==> config.mk <==
export PLATFORM = sky130hd
export DESIGN_NAME = glb_core_strm_rd_responder
export DESIGN_NICKNAME = d
export VERILOG_FILES = /design/src/rtl/glb_core_strm_rd_responder.sv
export SDC_FILE = /design/constraint.sdc
export NUM_CORES = 1
export LEC_CHECK = 0
export CAP_MARGIN = 10
export CORE_MARGIN = 10
export CORE_UTILIZATION = 48
export CTS_CLUSTER_DIAMETER = 60
export DETAILED_ROUTE_END_ITERATION = 8
export HOLD_SLACK_MARGIN = 0.08
export PLACE_DENSITY = 0.87
export SETUP_SLACK_MARGIN = 0.1
export SLEW_MARGIN = 10
export SYNTH_ARGS = -nofsm -noshare
export SYNTH_HDL_FRONTEND = slang
export SYNTH_SLANG_ARGS = --single-unit
==> constraint.sdc <==
create_clock -name clk -period 4.65 [get_ports clk]
set_input_delay 0.93 -clock clk [delete_from_list [all_inputs] [get_ports clk]]
set_output_delay 0.93 -clock clk [all_outputs]
set_load 0.005 [all_outputs]
==> src/rtl/glb_core_strm_rd_responder.sv <==
// glb_core_strm_rd_responder: tile-side stream read responder.
// Queues local read hits, issues them to banks, returns data in order.
module glb_core_strm_rd_responder #(
   parameter int TILE_SEL_ADDR_WIDTH = 4,
   parameter int BANK_SEL_ADDR_WIDTH = 1,
   parameter int BANK_ADDR_WIDTH     = 17,
   parameter int BANK_DATA_WIDTH     = 64,
   parameter int RD_LATENCY          = 2,
   parameter int FIFO_DEPTH          = 4
) (
   input  logic                                   clk,
   input  logic                                   reset,
   input  logic                                   clk_en,
   input  logic [TILE_SEL_ADDR_WIDTH-1:0]         glb_tile_id,
   input  logic                                   req_rd_en,
   input  logic [TILE_SEL_ADDR_WIDTH+BANK_SEL_ADDR_WIDTH+BANK_ADDR_WIDTH-1:0]
                                                  req_rd_addr,
   output logic [2**BANK_SEL_ADDR_WIDTH-1:0]      bank_rd_req,
   input  logic [2**BANK_SEL_ADDR_WIDTH-1:0]      bank_rd_gnt,
   output logic [2**BANK_SEL_ADDR_WIDTH-1:0]      bank_rd_en,
   output logic [BANK_ADDR_WIDTH-1:0]             bank_rd_addr,
   input  logic [(2**BANK_SEL_ADDR_WIDTH)*BANK_DATA_WIDTH-1:0]
                                                  bank_rd_data,
   output logic                                   rsp_rd_data_valid,
   output logic [BANK_DATA_WIDTH-1:0]             rsp_rd_data,
   output logic                                   err_overflow
);

   localparam int NUM_BANKS = 2**BANK_SEL_ADDR_WIDTH;
   localparam int ADDR_W    = TILE_SEL_ADDR_WIDTH + BANK_SEL_ADDR_WIDTH
                              + BANK_ADDR_WIDTH;
   localparam int ENT_W     = BANK_SEL_ADDR_WIDTH + BANK_ADDR_WIDTH;
   localparam int PTR_W     = $clog2(FIFO_DEPTH);
   localparam int CNT_W     = PTR_W + 1;

   logic [TILE_SEL_ADDR_WIDTH-1:0] req_tile;
   logic [BANK_SEL_ADDR_WIDTH-1:0] req_bank;
   logic [BANK_ADDR_WIDTH-1:0]     req_baddr;
   logic                           hit;
   logic                           push;
   logic                           pop;
   logic                           full;
   logic                           empty;

   logic [ENT_W-1:0]               mem_q [FIFO_DEPTH];
   logic [PTR_W-1:0]               wr_ptr_q, wr_ptr_d;
   logic [PTR_W-1:0]               rd_ptr_q, rd_ptr_d;
   logic [CNT_W-1:0]               cnt_q, cnt_d;
   logic                           err_q, err_d;

   logic [BANK_SEL_ADDR_WIDTH-1:0] head_bank;
   logic [BANK_ADDR_WIDTH-1:0]     head_addr;

   logic [RD_LATENCY-1:0]          vld_q, vld_d;
   logic [RD_LATENCY-1:0][BANK_SEL_ADDR_WIDTH-1:0] sel_q, sel_d;

   logic [BANK_DATA_WIDTH-1:0]     ret_data;
   logic                           rsp_vld_q, rsp_vld_d;
   logic [BANK_DATA_WIDTH-1:0]     rsp_data_q, rsp_data_d;

   assign req_tile  = req_rd_addr[ADDR_W-1 -: TILE_SEL_ADDR_WIDTH];
   assign req_bank  = req_rd_addr[BANK_ADDR_WIDTH +: BANK_SEL_ADDR_WIDTH];
   assign req_baddr = req_rd_addr[BANK_ADDR_WIDTH-1:0];
   assign hit       = clk_en & req_rd_en & (req_tile == glb_tile_id);

   assign full  = (cnt_q == CNT_W'(FIFO_DEPTH));
   assign empty = (cnt_q == '0);
   assign {head_bank, head_addr} = mem_q[rd_ptr_q];

   // Head of queue requests its bank; a grant issues and pops it.
   always_comb begin
      bank_rd_req  = '0;
      bank_rd_addr = '0;
      if (clk_en && !empty) begin
         bank_rd_req[head_bank] = 1'b1;
         bank_rd_addr           = head_addr;
      end
   end

   assign bank_rd_en = bank_rd_req & bank_rd_gnt;
   assign pop        = |bank_rd_en;
   // A full queue still takes a push when the head leaves this cycle.
   assign push       = hit & (~full | pop);

   // Queue pointer, occupancy and sticky overflow next-state.
   always_comb begin
      wr_ptr_d = wr_ptr_q;
      rd_ptr_d = rd_ptr_q;
      cnt_d    = cnt_q;
      err_d    = err_q;
      if (push) wr_ptr_d = wr_ptr_q + PTR_W'(1);
      if (pop)  rd_ptr_d = rd_ptr_q + PTR_W'(1);
      case ({push, pop})
         2'b10:   cnt_d = cnt_q + CNT_W'(1);
         2'b01:   cnt_d = cnt_q - CNT_W'(1);
         default: cnt_d = cnt_q;
      endcase
      if (hit && full && !pop) err_d = 1'b1;
   end

   // In-flight tracker shifts {valid, bank} once per enabled cycle.
   always_comb begin
      vld_d    = '0;
      sel_d    = '0;
      vld_d[0] = pop;
      sel_d[0] = head_bank;
      for (int i = 1; i < RD_LATENCY; i++) begin
         vld_d[i] = vld_q[i-1];
         sel_d[i] = sel_q[i-1];
      end
   end

   // Select the returning bank's data slice at the last tracker stage.
   always_comb begin
      ret_data = '0;
      for (int b = 0; b < NUM_BANKS; b++) begin
         if (sel_q[RD_LATENCY-1] == BANK_SEL_ADDR_WIDTH'(b))
            ret_data = bank_rd_data[b*BANK_DATA_WIDTH +: BANK_DATA_WIDTH];
      end
   end

   // Response register; data holds when nothing returns.
   always_comb begin
      rsp_vld_d  = vld_q[RD_LATENCY-1];
      rsp_data_d = rsp_data_q;
      if (vld_q[RD_LATENCY-1]) rsp_data_d = ret_data;
   end

   // Queue storage is written only on an accepted push.
   always_ff @(posedge clk) begin
      if (push) mem_q[wr_ptr_q] <= {req_bank, req_baddr};
   end

   // Control state; everything freezes while clk_en is low.
   always_ff @(posedge clk or posedge reset) begin
      if (reset) begin
         wr_ptr_q   <= '0;
         rd_ptr_q   <= '0;
         cnt_q      <= '0;
         err_q      <= 1'b0;
         vld_q      <= '0;
         sel_q      <= '0;
         rsp_vld_q  <= 1'b0;
         rsp_data_q <= '0;
      end else if (clk_en) begin
         wr_ptr_q   <= wr_ptr_d;
         rd_ptr_q   <= rd_ptr_d;
         cnt_q      <= cnt_d;
         err_q      <= err_d;
         vld_q      <= vld_d;
         sel_q      <= sel_d;
         rsp_vld_q  <= rsp_vld_d;
         rsp_data_q <= rsp_data_d;
      end
   end

   assign rsp_rd_data_valid = rsp_vld_q;
   assign rsp_rd_data       = rsp_data_q;
   assign err_overflow      = err_q;

endmodule

==> key figures <==
Global route
  • Overall routing resource usage: 20.3%
  • Initial antenna violation count: 0
  • First-pass GRT wire length: 28,600 um
  • Largest net degree at the start of global routing: 66
  • Total grt overflow: 0
  • Vias in the first global route: 5,078

Synthesis
  • Count leader, synth: dfrtp_1
  • Unique masters post-synth: 34
  • Top post-synthesis cells by count: 77 x dfrtp_1, 72 x edfxtp_1, 67 x nor2_1
  • Post-synthesis net count: 631
  • Largest area contributor in the netlist: edfxtp_1
  • Synth Flop Type: dfrtp_1
  • Sequential area share after synthesis: 63.8%
  • Syn Inst Count: 466
  • Yosys top cell area share: 33.7%
  • Main area contributors after synthesis: edfxtp_1 34%, dfrtp_1 30%, mux2i_1 10%
  • EDFF count, synth: 72
  • Asr flop ratio synth: 51.7%
  • Synthesis-stage register bit count: 149
  • Syn avg cell area: 13.8 um2
  • Synthesis Warnings: 0
  • Netlist Area Pre-Place: 6410 um2

Clock network
  • Clk buf depth: 2
  • Num CTS Buffers: 17
  • TritonCTS clock tree: built
  • Post-CTS Repair Setup Buffers: 0
  • H-tree depth: 4
  • CTS sink count: 149
  • Clk_lat worst skew: 0.41 ns
  • Clk pin slew, worst setup/hold paths: 0.06 ns
  • Resized cells post-CTS: 0
  • CTS Root Cell: clkbuf_16
  • Hold Buf Count CTS: 0

Cells and area
  • Layout net count: 879
  • Fraction of layout cells with a size suffix above 1: 10.2%
  • Ant diodes: 0
  • Layout area overhead: 50.4%
  • Multi-input gate area: 2190 um2
  • Register Area: 4090 um2
  • Fill cells: 875
  • Final std cells w/o fill: 903

Floorplanning
  • Chip height: 136 um
  • CORE AREA: 13,200 um2
  • Site Rows: 42
  • Die width: 136 um
  • Initial Utilization: 48.6%
  • # IOs: 247
  • Die Area: 18,400 um2

Setup path
  • Crit path top cell by count: clkdlybuf4s50_1
  • R2r endpoint: cnt_q[2]
  • CP Capture Type: output port
  • R2R cell count: 6
  • Reg-to-reg startpoint: rd_ptr_q[0]
  • CP bufs+invs: 3
  • Worst Setup SP: clk_en
  • Slowest stage delay, CP: 0.74 ns
  • Crit-path max FO: 19
  • CP max-delay cell: clkdlybuf4s50_1
  • Critical Path RT: 3.72 ns
  • R2R setup slack: 1.72 ns
  • Cell family with most CP delay: buffers and inverters
  • Type of origin of the critical path: input pin
  • WS Path Type: input pin to output port
  • Worst path depth: 6
  • Setup crit end: bank_rd_en[1]
  • Arrival @ worst endpoint: 2.85 ns
  • Cells along the critical path: clkdlybuf4s50_1, o31ai_2, buf_4, nor2b_1, and2_1, clkdlybuf4s50_1

Outcome
  • Status: finished clean

Power
  • Worst ir drop on vdd: 0.308 mV
  • Leakage: 3.76 nW
  • PwrDens: 568 nW/um2

Timing
  • Final Skew: 0.00644 ns
  • RSZ-0062 raised after global routing: false
  • Slew headroom: 26.6%
  • Period minus WS final: 3.78 ns
  • Worst-Margin Slew: 1.10 ns
  • Final Setup Violations: 0
  • Peak Freq: 0.264 GHz
  • Slew Viols, Final: 0
  • Final hold viol count: 0
  • Final period util: 81.3%
  • Fin Setup TNS: 0 ns

Placed design
  • Port Buffers: 246
  • Dpl cells: 871
  • DP HPWL: 14,600 um
  • Gpl congestion: 0.847

Hold path
  • HP Start: err_overflow
  • Hold crit path type: flop to flop

Routing
  • Routed Antenna Nets: 0
  • Drc violations: 0
  • Via count: 4,656
  • Drt via density: 5.16
  • Overall routed net length: 18,800 um
  • Avg WL per Cell: 20.9 um
  • Initial DRC count: 259
  • First-pass iteration count of the detailed router: 5

Flow run
  • Maxcap violations: 0
kinds of logic (layout without fill, tap and decap cells):
kind of cell,count (synthesis),count (layout),synth area share (%)
compound gates,77,77,6.77
simple gates,103,103,7.28
buf+inv,35,296,2.15
flops,149,149,63.8
xor+xnor,6,6,0.819
fa+ha+maj,5,5,1.09
mux,91,91,18.1
layer usage:
layer | vias up | part of all wire [%] | GRT usage (%)
met3 | 21 | 5.2 | 5.04
met1 | 2303 | 37 | 22.3
met5 | - | 0 | 0
met4 | 0 | 1.8 | 6.76
met2 | 130 | 56 | 37.2
li1 | 2202 | - | -
cell usage in the layout (no fill, tap or decap), types with 3 or more instances in the layout:
master           instances
inv_1                    7
clkinv_2                 7
ha_1                     4
mux4_2                  18
nor2b_1                 21
mux2i_1                 66
clkinvlp_4               4
xnor2_1                  4
and2_1                   5
edfxtp_1                72
dfrtp_1                 76
buf_4                   10
o311ai_0                 3
a21oi_1                 64
nor2_1                  67
mux2_2                   4
nand2_1                  4
clkbuf_16               17
clkdlybuf4s50_1        246
final cells by class:
class	count	share of cell area, %
timing repair buffer	256	26.3
sequential	149	42.4
inverter	8	0.324
clock buffer	18	4.45
clock inverter	14	1.43
multi-input combinational	282	22.8
tap	176	2.28
per-stage QoR:
step	setup WS (ns)	total power (W)	util [%]	hold WS, ns	instance area [um2]
2_1_floorplan	1.75	0.00302	-	0.444	6410
3_3_place_gp	0.949	0.00411	68.8	0.467	9080
3_5_place_dp	0.881	0.00422	68.8	0.464	9080
4_1_cts	0.881	0.00554	73.1	0.484	9640
5_1_grt	0.749	0.00577	73.1	0.501	9640
6_report	0.867	0.00547	73.1	0.477	9640
flip-flops by register name, summed over array words and instances, names as in the netlist:
register	cells
mem_q	72
rsp_rd_data	64
cnt_q	3
rd_ptr_q	2
vld_q	2
wr_ptr_q	2
err_overflow	1
rsp_rd_data_valid	1
sel_d	1
sel_q	1
where the power goes:
part / internal, W / switching (W) / total, W
clock network: 0.000783 / 0.000507 / 0.00129
logic: 0.00126 / 0.000845 / 0.00211
registers: 0.00172 / 0.000352 / 0.00207
total: 0.00377 / 0.00170 / 0.00547
how the worst min path moves through the flow:
stage                         to  slack, ns  depth (start not counted)
floorplan               vld_q[0]       0.44                          1
global placement        vld_q[0]       0.47                          1
detailed placement      vld_q[0]       0.46                          1
CTS                 err_overflow       0.48                          1
global route            vld_q[0]       0.50                          1
finish              err_overflow       0.48                          1
(Power assumes the default switching activity.)
